## src/rtl/mux_pkg.sv

```systemverilog
// rtl/mux_pkg.sv - shared types and constants for the N:1 packet stream mux
package mux_pkg;

    typedef enum logic {
        ST_IDLE   = 1'b0,
        ST_LOCKED = 1'b1
    } state_t;

    localparam int DEF_N_CH  = 4;
    localparam int DEF_WIDTH = 8;

    // Select-bus width; never narrower than one bit.
    function automatic int sel_width(input int n);
        return (n > 1) ? $clog2(n) : 1;
    endfunction

endpackage

```

## src/rtl/stream_reg_slice.sv

```systemverilog
// rtl/stream_reg_slice.sv - single-entry registered stream slice with pass-through ready
module stream_reg_slice #(
    parameter int PW = 8
) (
    input  logic          clk,
    input  logic          rst,
    input  logic [PW-1:0] s_tdata_i,
    input  logic          s_tvalid_i,
    output logic          s_tready_o,
    output logic [PW-1:0] m_tdata_o,
    output logic          m_tvalid_o,
    input  logic          m_tready_i
);

    logic [PW-1:0] data_q;
    logic          valid_q;

    // Free when empty or draining this cycle, so full throughput needs no bubble.
    assign s_tready_o = !valid_q || m_tready_i;
    assign m_tdata_o  = data_q;
    assign m_tvalid_o = valid_q;

    always_ff @(posedge clk or posedge rst) begin
        if (rst) begin
            data_q  <= '0;
            valid_q <= 1'b0;
        end else if (s_tvalid_i && s_tready_o) begin
            data_q  <= s_tdata_i;
            valid_q <= 1'b1;
        end else if (m_tready_i) begin
            valid_q <= 1'b0;
        end
    end

endmodule

```

## src/rtl/mux_nx1_stream.sv

```systemverilog
// rtl/mux_nx1_stream.sv - N:1 packet-locked stream multiplexer with registered output
module mux_nx1_stream
    import mux_pkg::*;
#(
    parameter int  N_CH  = DEF_N_CH,
    parameter int  WIDTH = DEF_WIDTH,
    localparam int SW    = sel_width(N_CH)
) (
    input  logic                  clk,
    input  logic                  rst,
    input  logic [SW-1:0]         sel,
    input  logic [N_CH*WIDTH-1:0] in_data,
    input  logic [N_CH-1:0]       in_valid,
    input  logic [N_CH-1:0]       in_last,
    output logic [N_CH-1:0]       in_ready,
    output logic [WIDTH-1:0]      out_data,
    output logic                  out_valid,
    output logic                  out_last,
    output logic [SW-1:0]         out_ch,
    input  logic                  out_ready,
    output logic                  busy
);

    localparam int          PW     = WIDTH + 1 + SW;
    localparam logic [SW:0] N_CH_W = (SW + 1)'(N_CH);

    state_t          state_q, state_d;
    logic [SW-1:0]   locked_ch_q, locked_ch_d;
    logic            can_load;
    logic            sel_ok;
    logic            ch_open;
    logic [SW-1:0]   cur_ch;
    logic [WIDTH-1:0] mux_data;
    logic            mux_last;
    logic            mux_valid;
    logic            accept;
    logic [PW-1:0]   slice_out;

    assign sel_ok  = {1'b0, sel} < N_CH_W;
    assign cur_ch  = (state_q == ST_LOCKED) ? locked_ch_q : sel;
    // Owner may move only when the output slot can take a beat; nothing moves in reset.
    assign ch_open = !rst && can_load && ((state_q == ST_LOCKED) || sel_ok);

    always_comb begin
        in_ready  = '0;
        mux_data  = '0;
        mux_last  = 1'b0;
        mux_valid = 1'b0;
        for (int i = 0; i < N_CH; i++) begin
            if (cur_ch == SW'(i)) begin
                in_ready[i] = ch_open;
                mux_data    = in_data[i*WIDTH +: WIDTH];
                mux_last    = in_last[i];
                mux_valid   = in_valid[i];
            end
        end
    end

    assign accept = mux_valid && ch_open;

    always_comb begin
        state_d     = state_q;
        locked_ch_d = locked_ch_q;
        case (state_q)
            ST_IDLE: begin
                if (accept && !mux_last) begin
                    state_d     = ST_LOCKED;
                    locked_ch_d = sel;
                end
            end
            ST_LOCKED: begin
                if (accept && mux_last) begin
                    state_d = ST_IDLE;
                end
            end
            default: state_d = ST_IDLE;
        endcase
    end

    always_ff @(posedge clk or posedge rst) begin
        if (rst) begin
            state_q     <= ST_IDLE;
            locked_ch_q <= '0;
        end else begin
            state_q     <= state_d;
            locked_ch_q <= locked_ch_d;
        end
    end

    assign busy = (state_q == ST_LOCKED);

    stream_reg_slice #(
        .PW(PW)
    ) u_out_slice (
        .clk        (clk),
        .rst        (rst),
        .s_tdata_i  ({mux_last, cur_ch, mux_data}),
        .s_tvalid_i (accept),
        .s_tready_o (can_load),
        .m_tdata_o  (slice_out),
        .m_tvalid_o (out_valid),
        .m_tready_i (out_ready)
    );

    assign out_data = slice_out[WIDTH-1:0];
    assign out_ch   = slice_out[WIDTH +: SW];
    assign out_last = slice_out[PW-1];

endmodule

```

## config.mk

```make
export PLATFORM = sky130hd
export DESIGN_NAME = mux_nx1_stream
export DESIGN_NICKNAME = d
export VERILOG_FILES = /design/src/rtl/mux_pkg.sv /design/src/rtl/stream_reg_slice.sv /design/src/rtl/mux_nx1_stream.sv
export SDC_FILE = /design/constraint.sdc
export NUM_CORES = 1
export LEC_CHECK = 0
export ABC_CLOCK_PERIOD_IN_PS = 2000
export BUFFER_PORTS_ARGS = -buffer_cell sky130_fd_sc_hd__clkbuf_2
export CAP_MARGIN = 0
export CORE_MARGIN = 5
export CORE_UTILIZATION = 25
export CTS_CLUSTER_SIZE = 24
export DETAILED_ROUTE_END_ITERATION = 8
export GPL_TIMING_DRIVEN = 0
export PLACE_DENSITY = 0.53
export SLEW_MARGIN = 20
export SYNTH_ARGS = -nofsm -noshare
export SYNTH_HDL_FRONTEND = slang
export SYNTH_SLANG_ARGS = --single-unit
```

## constraint.sdc

```tcl
create_clock -name clk -period 2 [get_ports clk]
set_input_delay 0.1 -clock clk [delete_from_list [all_inputs] [get_ports clk]]
set_output_delay 0.1 -clock clk [all_outputs]
set_load 0.01 [all_outputs]
```

---- Word level (Yosys, flattened, before mapping) ----
Index checks and enable logic that the tools add are counted.
cells by class
  equality and inequality tests ........... 3
  muxes and demuxes ....................... 22
  bitwise operators ....................... 1
  reduce and logical (&&, ||, !) cells .... 12
operators with widths
  cell                                                  number
  2-to-1 mux 8 bit                                      4
  2-to-1 mux 1 bit                                      16
  logical AND 1 bit                                     5
  equality test 2 bit (second input constant)           2
  logical NOT 1 bit                                     3
  equality test 2 x 1 -> 1 bit (second input constant)  1
  logical NOT 2 bit                                     1
  2-to-1 mux 2 bit                                      1
  case mux 1 bit (2 select lines)                       1
  AND reduction 2 bit                                   1
  nonzero test 2 bit                                    1
  logical OR 1 bit                                      1
  NOT 1 bit                                             1
storage, ports and cells
  flip-flop bits (word level) ............. 15
  input port bits ......................... 45
  word-level logic and storage cells ...... 42

---- Longest topological paths before layout ----
Gate-level depths: netlist of run 1.
  word-level depth ........................ 10
  gate-level depth with buffers ........... 7

---- Modules after synthesis ----
Synthesis of run 1 repeated with hierarchy kept, for this count alone.
second synthesis, totals
  cell total of the unflattened synthesis .. 126
  area total of the unflattened synthesis .. 1189.9 um^2
modules (own cells, without submodules)
  module            times used  cells each  area each (um^2)
  mux_nx1_stream    1           98          671.9
  stream_reg_slice  1           28          518.0

---- Worst setup path before layout of run 1 ----
No wires, ideal clock.
  kind .................................... reg2reg
  start ................................... register (tool-made name)
  end ..................................... register u_out_slice.data_q[10], in the netlist u_out_slice.m_tdata_o[10]
  arrival time ............................ 1.718 ns
  path slack .............................. 0.157 ns
  stages on the path, launching flop included .. 6
  path buffers ............................ 2
  period minus slack after synthesis ...... 1.843 ns
  cells stage by stage .................... dfrtp_1 buf_6 mux2i_2 buf_4 mux4_2 mux2_4
RTL lines
  what                    line                    text
  end signal: assignment  stream_reg_slice.sv:28  data_q <= s_tdata_i;
  end: declaration        stream_reg_slice.sv:15  logic [PW-1:0] data_q;

---- Worst setup path in the final report of run 1 ----
  start ................................... register locked_ch_q[1]
  end ..................................... register locked_ch_q[0]
on the way
  cells in the longest elaborated chain, start to end .. 9
  elaborated cells between the ends (all ways) .. 17
  classes of those cells .................. 3 x eq/ne; 9 x mux; 5 x reduce/logical
RTL lines
  what                                                    line                                        text
  start: declaration                                      mux_nx1_stream.sv:28                        logic [SW-1:0] locked_ch_q, locked_ch_d;
  start signal: assignment                                mux_nx1_stream.sv:86                        locked_ch_q <= locked_ch_d;
  2-to-1 mux 2 bit *                                      mux_nx1_stream.sv:40                        assign cur_ch = (state_q == ST_LOCKED) ? locked_ch_q : sel;
  logical NOT 2 bit                                       mux_nx1_stream.sv:50                        if (cur_ch == SW'(i)) begin
  2-to-1 mux 1 bit (4 in series)                          mux_nx1_stream.sv:50
  logical AND 1 bit or logical NOT 1 bit (tied branches)  mux_nx1_stream.sv:59, mux_nx1_stream.sv:66
  logical AND 1 bit *                                     mux_nx1_stream.sv:66                        if (accept && !mux_last) begin
  AND reduction 2 bit (no line) *                         -
Every way passes the cells marked *; elsewhere a longest branch is shown, timed or not.
A chain may end at the register's enable or synchronous reset.

==> impl_metrics.py, run 1 <==
metrics = {
    "drt": {
        "dr.pass1.iters": 4,
        "drtIter0Drc": 41,
        "viasPerCell": 4.673,
        "wl_mm": 3.325,
        "ant_nets": 0,
        "drc": 0,
        "vias": 1056,
        "wl_per_cell_um": 14.71,
    },
    "setup_path": {
        "worst_path_max_delay_cell": "dfrtp_1",
        "crit_path_end_kind": "flip-flop",
        "path_buf_inv": 1,
        "critPathKind": "flip-flop to flip-flop",
        "crit_top_cell": "a32oi_2",
        "start_kind": "flip-flop",
        "arrival_ns": 2.15,
        "crit_family": "simple AND/OR/NAND/NOR gates",
        "cp.required_ns": 2.13,
        "worstPathCellList": "nand2b_1, a32oi_2, a32oi_2, buf_4, nor4_2, mux2_2",
        "cp_max_fo": 6,
        "cpPeakStageDelay_ns": 0.44,
    },
    "synth": {
        "synth_nets": 150,
        "synth-simple-area-share_pct": 20.58,
        "synth-edff-count": 0,
        "synth_seq_cells": 15,
        "synth-seq-area-share_pct": 34.68,
        "yosys.area_share.adder_pct": 0,
        "synth_area_um2": 1082,
        "synth_common_cells": "16 x nand2_1, 15 x dfrtp_1, 10 x nor2b_1",
        "synthCells": 105,
        "synthXorXnorAreaFrac_pct": 0,
        "synth_compound_area_share_pct": 16.65,
        "yosysMostFrequentCell": "nand2_1",
        "synth-main-ff-cell": "dfrtp_1",
        "synthMuxAreaShare_pct": 22.54,
        "syn_area_per_cell_um2": 10.31,
        "synth_top_cell_area_share_pct": 34.68,
        "synthArstFlopShare_pct": 100.0,
        "synth_area_leaders": "dfrtp_1 35%, mux2_4 11%, nor2b_1 5.8%, a211oi_1 5.5%, nand2_1 5.5%",
        "synth_cell_type_count": 33,
        "synth_top_family_by_area": "multiplexers",
        "synth_area_leader_cell": "dfrtp_1",
        "ys_warn_count": 0,
    },
    "sta": {
        "worst_hold_slack_ns": 0.1371,
        "relSlewSlack_pct": 61.97,
        "max_freq_ghz": 0.4932,
        "hold_viol_final": 0,
        "worst_slew_pin_slew_ns": 0.5698,
        "final-setup-viol-count": 2,
        "grt_setup_unrepaired": "yes",
        "tns_ns": -0.03383,
        "drv_slew": 0,
        "layout_setup_ws_ns": -0.02741,
        "finalCritPeriodShare_pct": 101.4,
        "skew_ns": 0.0004927,
        "fin_crit_ns": 2.027,
    },
    "global_routing": {
        "first_global_vias": 1137,
        "grt_use_total_pct": 12.14,
        "grt_pass1_wl_mm": 5.257,
        "antenna_found_initial": 0,
        "grt_max_degree": 16,
        "overflow": 0,
    },
    "cells_and_area": {
        "design_area_um2": 1558,
        "nets": 220,
        "fin_util_pct": 36.53,
        "drive_gt1_share_pct": 52.87,
        "area_growth_syn_to_layout_pct": 43.93,
        "diodes": 0,
    },
    "die": {
        "dieArea_um2": 5745,
        "rows": 24,
        "start_util_pct": 25.38,
        "core-area_um2": 4264,
        "die_w_um": 75.80,
        "ios": 62,
        "die_y_um": 75.80,
    },
    "place": {
        "hpwl_mm": 2.698,
        "port_buffers": 61,
        "gp_congestion": 0.7876,
        "placed_area_um2": 1453,
    },
    "clock_network": {
        "h-tree-depth": 1,
        "cts_inserted_buffers": 3,
        "root_buffer": "clkbuf_8",
        "numClockSinks": 15,
        "clk_pin_slew_ns": 0.06,
        "cts_tree": "built",
        "clockBufferDepth": 2,
        "clock_latency_ns": 0.24,
    },
    "worst_hold_path": {
        "hp-class": "primary input to flip-flop",
    },
    "run_status": {
        "violations": "negative setup slack",
        "status": "finished, violations left",
    },
    "run": {
        "drv_cap": 0,
    },
    "power": {
        "ir_drop_mv": 0.5441,
        "leakage_nw": 0.7591,
        "finalPower_mw": 2.267,
        "p_per_area_nw_per_um2": 1455,
    },
}
kinds of logic after synthesis:
| family | after synthesis |
|---|---|
| and+or+nand+nor | 39 |
| AOI/OAI and AO/OA | 24 |
| muxes | 17 |
| DFF | 15 |
| buffers and inverters | 10 |
worst reg2reg max path, stage by stage (launching register included):
cell      delay [ns]
dfrtp_1         0.44
nand2b_1        0.19
a32oi_2         0.26
a32oi_2         0.18
buf_4           0.17
nor4_2          0.30
mux2_2          0.38
cell type report:
class / instances / area, µm²
Timing Repair Buffer: 65 / 337.8
Fill cell: 452 / 2706
Inverter: 3 / 11.26
Buffer: 7 / 53.80
Clock buffer: 4 / 45.04
Multi-Input combinational cell: 80 / 669.4
Sequential cell: 15 / 375.4
Tap cell: 52 / 65.06
metal layers:
layer	track usage (%)	part of all wire, %	vias up
met5	0	0	-
met4	3.495	2.0	0
met3	4.354	9.4	6
met2	19.96	44	52
met1	14.90	44	472
li1	-	-	526
power breakdown:
group / leakage (nW) / internal (mW) / switching [mW]
logic: 0.558 / 0.736 / 0.697
clock network: 0.0228 / 0.141 / 0.0987
registers: 0.178 / 0.463 / 0.132
total: 0.759 / 1.34 / 0.927
state kept, by name, indices dropped and copies added (netlist names), named ones only:
register                cells
locked_ch_q                 2
u_out_slice.m_tvalid_o      1
u_out_slice.m_tdata_o      11
cell usage in the layout, fill, tap and decap left out, types with 3 or more instances in the layout:
cell / count
buf_6: 3
a21o_1: 3
mux2_4: 8
nor2b_1: 10
clkbuf_8: 3
a31oi_1: 8
mux2_2: 3
inv_1: 3
buf_4: 4
clkbuf_2: 62
dfrtp_1: 15
a211oi_1: 8
nand2_1: 16
timing repair:
action | in CTS | in global routing
hold endpoints to repair | 15 | 0
setup endpoints to repair | 4 | 11
pin swaps | 0 | 1
gates resized for setup | 3 | 3
hold buffers | 1 | 0
buffers inserted | 0 | 3
final timing paths:
path	start	cells past startpoint	slack, ns	to
setup / recovery	locked_ch_q[1]$_DFFE_PP0P_	6	-0.03	locked_ch_q[0]$_DFFE_PP0P_
hold / removal	out_ready	3	0.14	u_out_slice.m_tvalid_o$_DFFE_PP0P_
setup reg to reg	locked_ch_q[1]$_DFFE_PP0P_	6	-0.03	locked_ch_q[0]$_DFFE_PP0P_
hold reg to reg	u_out_slice.m_tvalid_o$_DFFE_PP0P_	1	0.50	u_out_slice.m_tvalid_o$_DFFE_PP0P_
max in group asynchronous	rst	3	1.17	async pin
min in group asynchronous	rst	3	0.46	u_out_slice.m_tdata_o[9]$_DFFE_PP0P_
stage by stage:
step | instances | worst slack [ns]
floorplan | 105 | 0.1568
global placement | 218 | 0.02229
detailed placement | 218 | -0.02984
CTS | 223 | 0.001638
global route | 226 | -0.06880
finish | 226 | -0.02741
Note: power is estimated with default switching activity, not from simulation.
==> run 2: changes to the inputs <==
--- a/config.mk
+++ b/config.mk
@@ -8,8 +8,9 @@
 export ABC_CLOCK_PERIOD_IN_PS = 2000
 export BUFFER_PORTS_ARGS = -buffer_cell sky130_fd_sc_hd__clkbuf_2
 export CAP_MARGIN = 0
-export CORE_MARGIN = 5
+export CORE_MARGIN = 2
 export CORE_UTILIZATION = 25
+export CTS_BUF_LIST = sky130_fd_sc_hd__clkbuf_8
 export CTS_CLUSTER_SIZE = 24
 export DETAILED_ROUTE_END_ITERATION = 8
 export GPL_TIMING_DRIVEN = 0
==> run 2 against run 1 <==
Effect of this change: the flow now finishes without violations; register-to-register slack better by 0.10 ns; sequential power down 2%; clock-buffer cell count down 1; worst setup slack better by 0.10 ns; total power up 1.8%; critical path type unchanged.
==> impl_metrics.py, run 2 (synthesized netlist as in run 1, its figures left out) <==
metrics = {
    "run_status": {
        "status": "finished, final reports clean",
    },
    "power": {
        "switchingPower_mw": 0.9341,
        "p_per_area_nw_per_um2": 1477,
        "ir_drop_mv": 0.5554,
        "p_seq_share_pct": 25.4,
        "switching_share_pct": 40.48,
        "finalPower_mw": 2.308,
        "comb_power_share_pct": 64.1,
        "internal_power_mw": 1.374,
        "p_clk_share_pct": 10.5,
        "leakage_nw": 0.7635,
    },
    "cells_and_area": {
        "diodes": 0,
        "final_common_cell": "clkbuf_2",
        "drive_gt1_share_pct": 52.87,
        "layout_common_cells": "61 x clkbuf_2, 16 x nand2_1, 15 x dfrtp_1, 10 x nor2b_1",
        "area_growth_syn_to_layout_pct": 44.39,
        "final_cell_count_no_fill": 224,
        "nets": 220,
        "design_area_um2": 1563,
        "fin_util_pct": 38.24,
        "largest_register_ffs": 11,
    },
    "drt": {
        "vias": 1098,
        "ant_nets": 0,
        "drc": 0,
        "dr.pass1.iters": 4,
        "wl_mm": 3.178,
        "wl_per_cell_um": 14.19,
        "viasPerCell": 4.902,
        "drtIter0Drc": 80,
    },
    "sta": {
        "fin_crit_ns": 1.927,
        "relSlewSlack_pct": 61.97,
        "final-setup-viol-count": 0,
        "max_freq_ghz": 0.5190,
        "grt_setup_unrepaired": "yes",
        "hold_viol_final": 0,
        "tns_ns": 0,
        "worst_slew_pin_slew_ns": 0.5698,
        "skew_ns": 0.007475,
        "drv_slew": 0,
        "finalCritPeriodShare_pct": 96.34,
    },
    "die": {
        "dieArea_um2": 4871,
        "start_util_pct": 26.48,
        "ios": 62,
        "die_y_um": 69.80,
        "rows": 23,
        "core-area_um2": 4086,
        "die_w_um": 69.80,
    },
    "place": {
        "hpwl_mm": 2.526,
        "placed_cells": 216,
        "gp_congestion": 0.7683,
        "placed_area_um2": 1450,
        "port_buffers": 61,
    },
    "global_routing": {
        "overflow": 0,
        "first_global_vias": 1151,
        "grt_pass1_wl_mm": 5.444,
        "grt_use_total_pct": 13.81,
        "grt_max_degree": 16,
        "antenna_found_initial": 0,
    },
    "clock_network": {
        "clockBufferDepth": 2,
        "root_buffer": "clkbuf_8",
        "numClockSinks": 15,
        "clock_latency_ns": 0.25,
        "clk_pin_slew_ns": 0.06,
        "cts_inserted_buffers": 3,
        "h-tree-depth": 1,
        "cts_tree": "built",
    },
    "setup_path": {
        "arrival_ns": 2.06,
        "cp_max_fo": 10,
        "cpPeakStageDelay_ns": 0.42,
        "worstPathCellList": "buf_6, nor4b_2, nor2_1, a32oi_2, buf_4, nor4_2, mux2_2",
        "critPathKind": "flip-flop to flip-flop",
        "cp.required_ns": 2.14,
        "start_kind": "flip-flop",
        "worst_path_max_delay_cell": "dfrtp_1",
        "crit_path_end_kind": "flip-flop",
    },
    "run": {
        "drv_cap": 0,
    },
    "worst_hold_path": {
        "hp-class": "primary input to flip-flop",
    },
}
-- run 2: changes by cell type in the layout (fill, tap and decap cells not counted), sizes merged --
cell,previous run,this run
clkbuf,66,65
clkinv,0,1
-- run 2: power groups by stage --
stage                     registers, mW  clock network [mW]  logic [mW]
after CTS                         0.586               0.253        1.41
after floorplan                   0.631                   0       0.901
final                             0.586               0.243        1.48
after detailed placement          0.584                   0        1.37
after global placement            0.581                   0        1.34
after global routing              0.610               0.270        1.63
-- run 2: area by class of cell --
type	instances	area [µm²]
fillers	440	2524
multi-input cells	80	659.4
clock buffers	3	41.29
well taps	50	62.56
inverters	3	11.26
plain buffers	7	57.56
flip-flops and latches	15	375.4
repair buffers	65	350.3
clock inverters	1	5.005
-- run 2: timing repair --
item | CTS | global route
setup buffers | 0 | 3
hold endpoints to repair | 15 | 0
pin swaps | 0 | 1
resized for setup | 4 | 2
hold buffers | 1 | 0
endpoints found under the setup margin | 10 | 11
-- run 2: stage by stage --
stage | hold WS [ns] | worst slack, ns
floorplan | 0.001479 | 0.1568
global placement | 0.1633 | -0.01500
detailed placement | 0.1844 | -0.04377
CTS | 0.1319 | 0.01735
global route | 0.1640 | -0.05638
finish | 0.1378 | 0.07314
-- run 2: layer usage --
layer  routed length [µm]  part of all wire [%]  track usage (%)
met1                 1318                    41            16.55
met2                 1520                    48            23.60
met3                  316                   9.9            5.087
met4                   23                  0.72            2.991
met5                    0                     0                0
-- run 2: worst paths after layout --
kind | startpoint | to | slack [ns] | cells after the start
setup reg to reg | flip-flop | locked_ch_q[0]$_DFFE_PP0P_ | 0.07 | 7
hold / removal | out_ready | u_out_slice.m_tvalid_o$_DFFE_PP0P_ | 0.14 | 3
min in group asynchronous | rst | u_out_slice.m_tdata_o[8]$_DFFE_PP0P_ | 0.45 | 3
hold reg to reg | u_out_slice.m_tdata_o[8]$_DFFE_PP0P_ | u_out_slice.m_tdata_o[8]$_DFFE_PP0P_ | 0.51 | 1
max in group asynchronous | rst | u_out_slice.m_tdata_o[5]$_DFFE_PP0P_ | 1.17 | 3
setup / recovery | flip-flop | locked_ch_q[0]$_DFFE_PP0P_ | 0.07 | 7
-- run 2: worst max-delay path, delay by kind of cell (launching register included) --
kind / cells / cell delay [ns]
buffers and inverters: 2 / 0.33
multiplexers: 1 / 0.37
flip-flops: 1 / 0.42
AO/OA/AOI/OAI: 1 / 0.14
AND/OR/NAND/NOR: 3 / 0.55
==> run 3: changes to the inputs <==
--- a/config.mk
+++ b/config.mk
@@ -5,6 +5,7 @@
 export SDC_FILE = /design/constraint.sdc
 export NUM_CORES = 1
 export LEC_CHECK = 0
+export ABC_AREA = 1
 export ABC_CLOCK_PERIOD_IN_PS = 2000
 export BUFFER_PORTS_ARGS = -buffer_cell sky130_fd_sc_hd__clkbuf_2
 export CAP_MARGIN = 0
@@ -14,7 +15,7 @@
 export CTS_CLUSTER_SIZE = 24
 export DETAILED_ROUTE_END_ITERATION = 8
 export GPL_TIMING_DRIVEN = 0
-export PLACE_DENSITY = 0.53
+export PLACE_DENSITY = 0.62
 export SLEW_MARGIN = 20
 export SYNTH_ARGS = -nofsm -noshare
 export SYNTH_HDL_FRONTEND = slang
==> run 3 against run 2 <==
Effect of this change: synthesized area decreased by 6.4%; worst hold slack got worse by 0.022 ns; core utilization decreased by 1.8 points; sequential power decreased by 7.7%; via count increased by 1.1%; global-route usage decreased by 1.0 points; wire length decreased by 14%; critical endpoint is now u_out_slice.m_tdata_o[8]$_DFFE_PP0P_; largest cell class unchanged.
==> impl_metrics.py, run 3 <==
metrics = {
    "run_status": {
        "status": "finished, final reports clean",
    },
    "synth": {
        "synth_seq_cells": 15,
        "yosysMostFrequentCell": "nand2_1",
        "synthMuxAreaShare_pct": 0,
        "synth_top_cell_area_share_pct": 37.04,
        "synthCells": 138,
        "synth_area_um2": 1013,
        "synthXorXnorAreaFrac_pct": 0,
        "synth_compound_area_share_pct": 15.06,
        "yosys.area_share.adder_pct": 0,
        "synth_top_family_by_area": "simple AND/OR/NAND/NOR gates",
        "syn_area_per_cell_um2": 7.344,
        "synth_area_leaders": "dfrtp_1 37%, nand2_1 20%, o21ai_2 7.8%, nand3_1 6.4%, inv_1 4.1%",
        "synth_common_cells": "53 x nand2_1, 15 x dfrtp_1, 13 x nand3_1, 11 x inv_1, 9 x o21ai_2",
        "synth_area_leader_cell": "dfrtp_1",
        "synth_nets": 183,
        "synth_cell_type_count": 21,
        "synthArstFlopShare_pct": 100.0,
        "synth-simple-area-share_pct": 40.86,
        "synth-main-ff-cell": "dfrtp_1",
        "ys_warn_count": 0,
        "synth-edff-count": 0,
        "synth-seq-area-share_pct": 37.04,
    },
    "cells_and_area": {
        "drive_gt1_share_pct": 44.61,
        "diodes": 0,
        "largest_register_ffs": 11,
        "final_cell_count_no_fill": 254,
        "area_growth_syn_to_layout_pct": 41.73,
        "nFillCells": 437,
        "layout_common_cells": "61 x clkbuf_2, 53 x nand2_1, 15 x dfrtp_1, 13 x nand3_1, 12 x inv_1",
        "nets": 250,
        "final_common_cell": "clkbuf_2",
    },
    "run": {
        "drv_cap": 0,
    },
    "sta": {
        "skew_ns": 0.002819,
        "relSlewSlack_pct": 55.07,
        "worst_slew_pin_slew_ns": 0.6717,
        "drv_slew": 0,
        "tns_ns": 0,
        "fin_crit_ns": 1.688,
        "worst_hold_slack_ns": 0.1160,
        "grt_setup_unrepaired": "no",
        "hold_viol_final": 0,
        "final-setup-viol-count": 0,
        "max_freq_ghz": 0.5923,
        "finalCritPeriodShare_pct": 84.42,
    },
    "die": {
        "die_y_um": 67.67,
        "dieArea_um2": 4579,
        "die_w_um": 67.67,
        "start_util_pct": 25.71,
        "ios": 62,
        "rows": 23,
        "core-area_um2": 3943,
    },
    "drt": {
        "ant_nets": 0,
        "drtIter0Drc": 34,
        "wl_mm": 2.736,
        "viasPerCell": 4.370,
        "wl_per_cell_um": 10.77,
        "vias": 1110,
        "dr.pass1.iters": 4,
        "drc": 0,
    },
    "setup_path": {
        "crit_path_end_kind": "flip-flop",
        "arrival_ns": 1.82,
        "start_kind": "flip-flop",
        "cp.required_ns": 2.13,
        "cp_max_fo": 10,
        "critPathKind": "flip-flop to flip-flop",
    },
    "power": {
        "ir_drop_mv": 0.3171,
        "p_per_area_nw_per_um2": 1348,
        "leakage_nw": 0.8124,
    },
    "clock_network": {
        "cts_tree": "built",
        "clock_latency_ns": 0.25,
        "numClockSinks": 15,
        "h-tree-depth": 1,
        "cts_setup_buffers": 0,
        "clk_pin_slew_ns": 0.06,
        "root_buffer": "clkbuf_8",
        "cts_hold_repair.buffers": 1,
        "cts_inserted_buffers": 3,
        "post_cts_resized": 0,
        "clockBufferDepth": 2,
    },
    "place": {
        "hpwl_mm": 2.257,
        "placed_cells": 249,
        "port_buffers": 61,
        "gp_congestion": 0.7884,
    },
    "global_routing": {
        "overflow": 0,
        "first_global_vias": 1006,
        "grt_use_total_pct": 12.77,
        "antenna_found_initial": 0,
        "grt_max_degree": 16,
        "grt_pass1_wl_mm": 4.402,
    },
    "worst_hold_path": {
        "hp-class": "primary input to flip-flop",
    },
}
run 3: path summary, 6_finish.rpt:
path | start | end | slack (ns) | cells past startpoint
worst min register to register | u_out_slice.m_tdata_o[9]$_DFFE_PP0P_ | u_out_slice.m_tdata_o[9]$_DFFE_PP0P_ | 0.48 | 2
worst min-delay path | in_data[28] | u_out_slice.m_tdata_o[4]$_DFFE_PP0P_ | 0.12 | 3
worst max-delay path | flip-flop | u_out_slice.m_tdata_o[8]$_DFFE_PP0P_ | 0.31 | 11
min in group asynchronous | rst | u_out_slice.m_tdata_o[6]$_DFFE_PP0P_ | 0.52 | 3
max in group asynchronous | rst | async pin | 1.05 | 3
worst max register to register | flip-flop | u_out_slice.m_tdata_o[8]$_DFFE_PP0P_ | 0.31 | 11
run 3: cell families after synthesis:
family	Yosys count
compound gates	21
simple gates	87
flops	15
buf+inv	15
run 3: area by class of cell:
cell class / count / area, µm² / share of cell area, %
flip-flops and latches: 15 / 375.4 / 26.13
well taps: 50 / 62.56 / 4.355
multi-input cells: 108 / 566.8 / 39.46
inverters: 13 / 48.80 / 3.397
clock buffers: 3 / 41.29 / 2.875
clock inverters: 1 / 3.754 / 0.2613
plain buffers: 2 / 22.52 / 1.568
repair buffers: 62 / 315.3 / 21.95
run 3: per-layer routing:
layer,vias up,routed length (µm),global-route usage [%]
met3,4,164,1.833
met2,31,1332,20.22
met5,-,0,0
li1,577,-,-
met4,0,48,6.888
met1,498,1191,16.65
run 3: worst max-delay path, cell delays in order (launching register included):
cell	delay, ns
dfrtp_1	0.45
inv_2	0.17
nand2_2	0.09
nand2_4	0.11
nand2_4	0.08
nor2_2	0.11
nand2_1	0.10
o21ai_4	0.11
inv_2	0.09
buf_6	0.15
nand2_1	0.07
o21ai_2	0.05
run 3: metrics by stage:
stage | area [µm²] | util (%) | setup WS [ns] | power, mW
3_3_place_gp | 1381 | 35.04 | 0.08115 | 1.709
5_1_grt | 1436 | 36.43 | 0.09528 | 2.134
4_1_cts | 1436 | 36.43 | 0.2829 | 1.968
2_1_floorplan | 1013 | - | 0.3802 | 1.359
6_report | 1436 | 36.43 | 0.3115 | 1.937
3_5_place_dp | 1381 | 35.04 | 0.06791 | 1.728
run 3: power by group:
part	switching, mW	total [mW]	internal [mW]
combinational	0.719	1.16	0.439
sequential	0.0925	0.541	0.449
clock	0.102	0.237	0.136
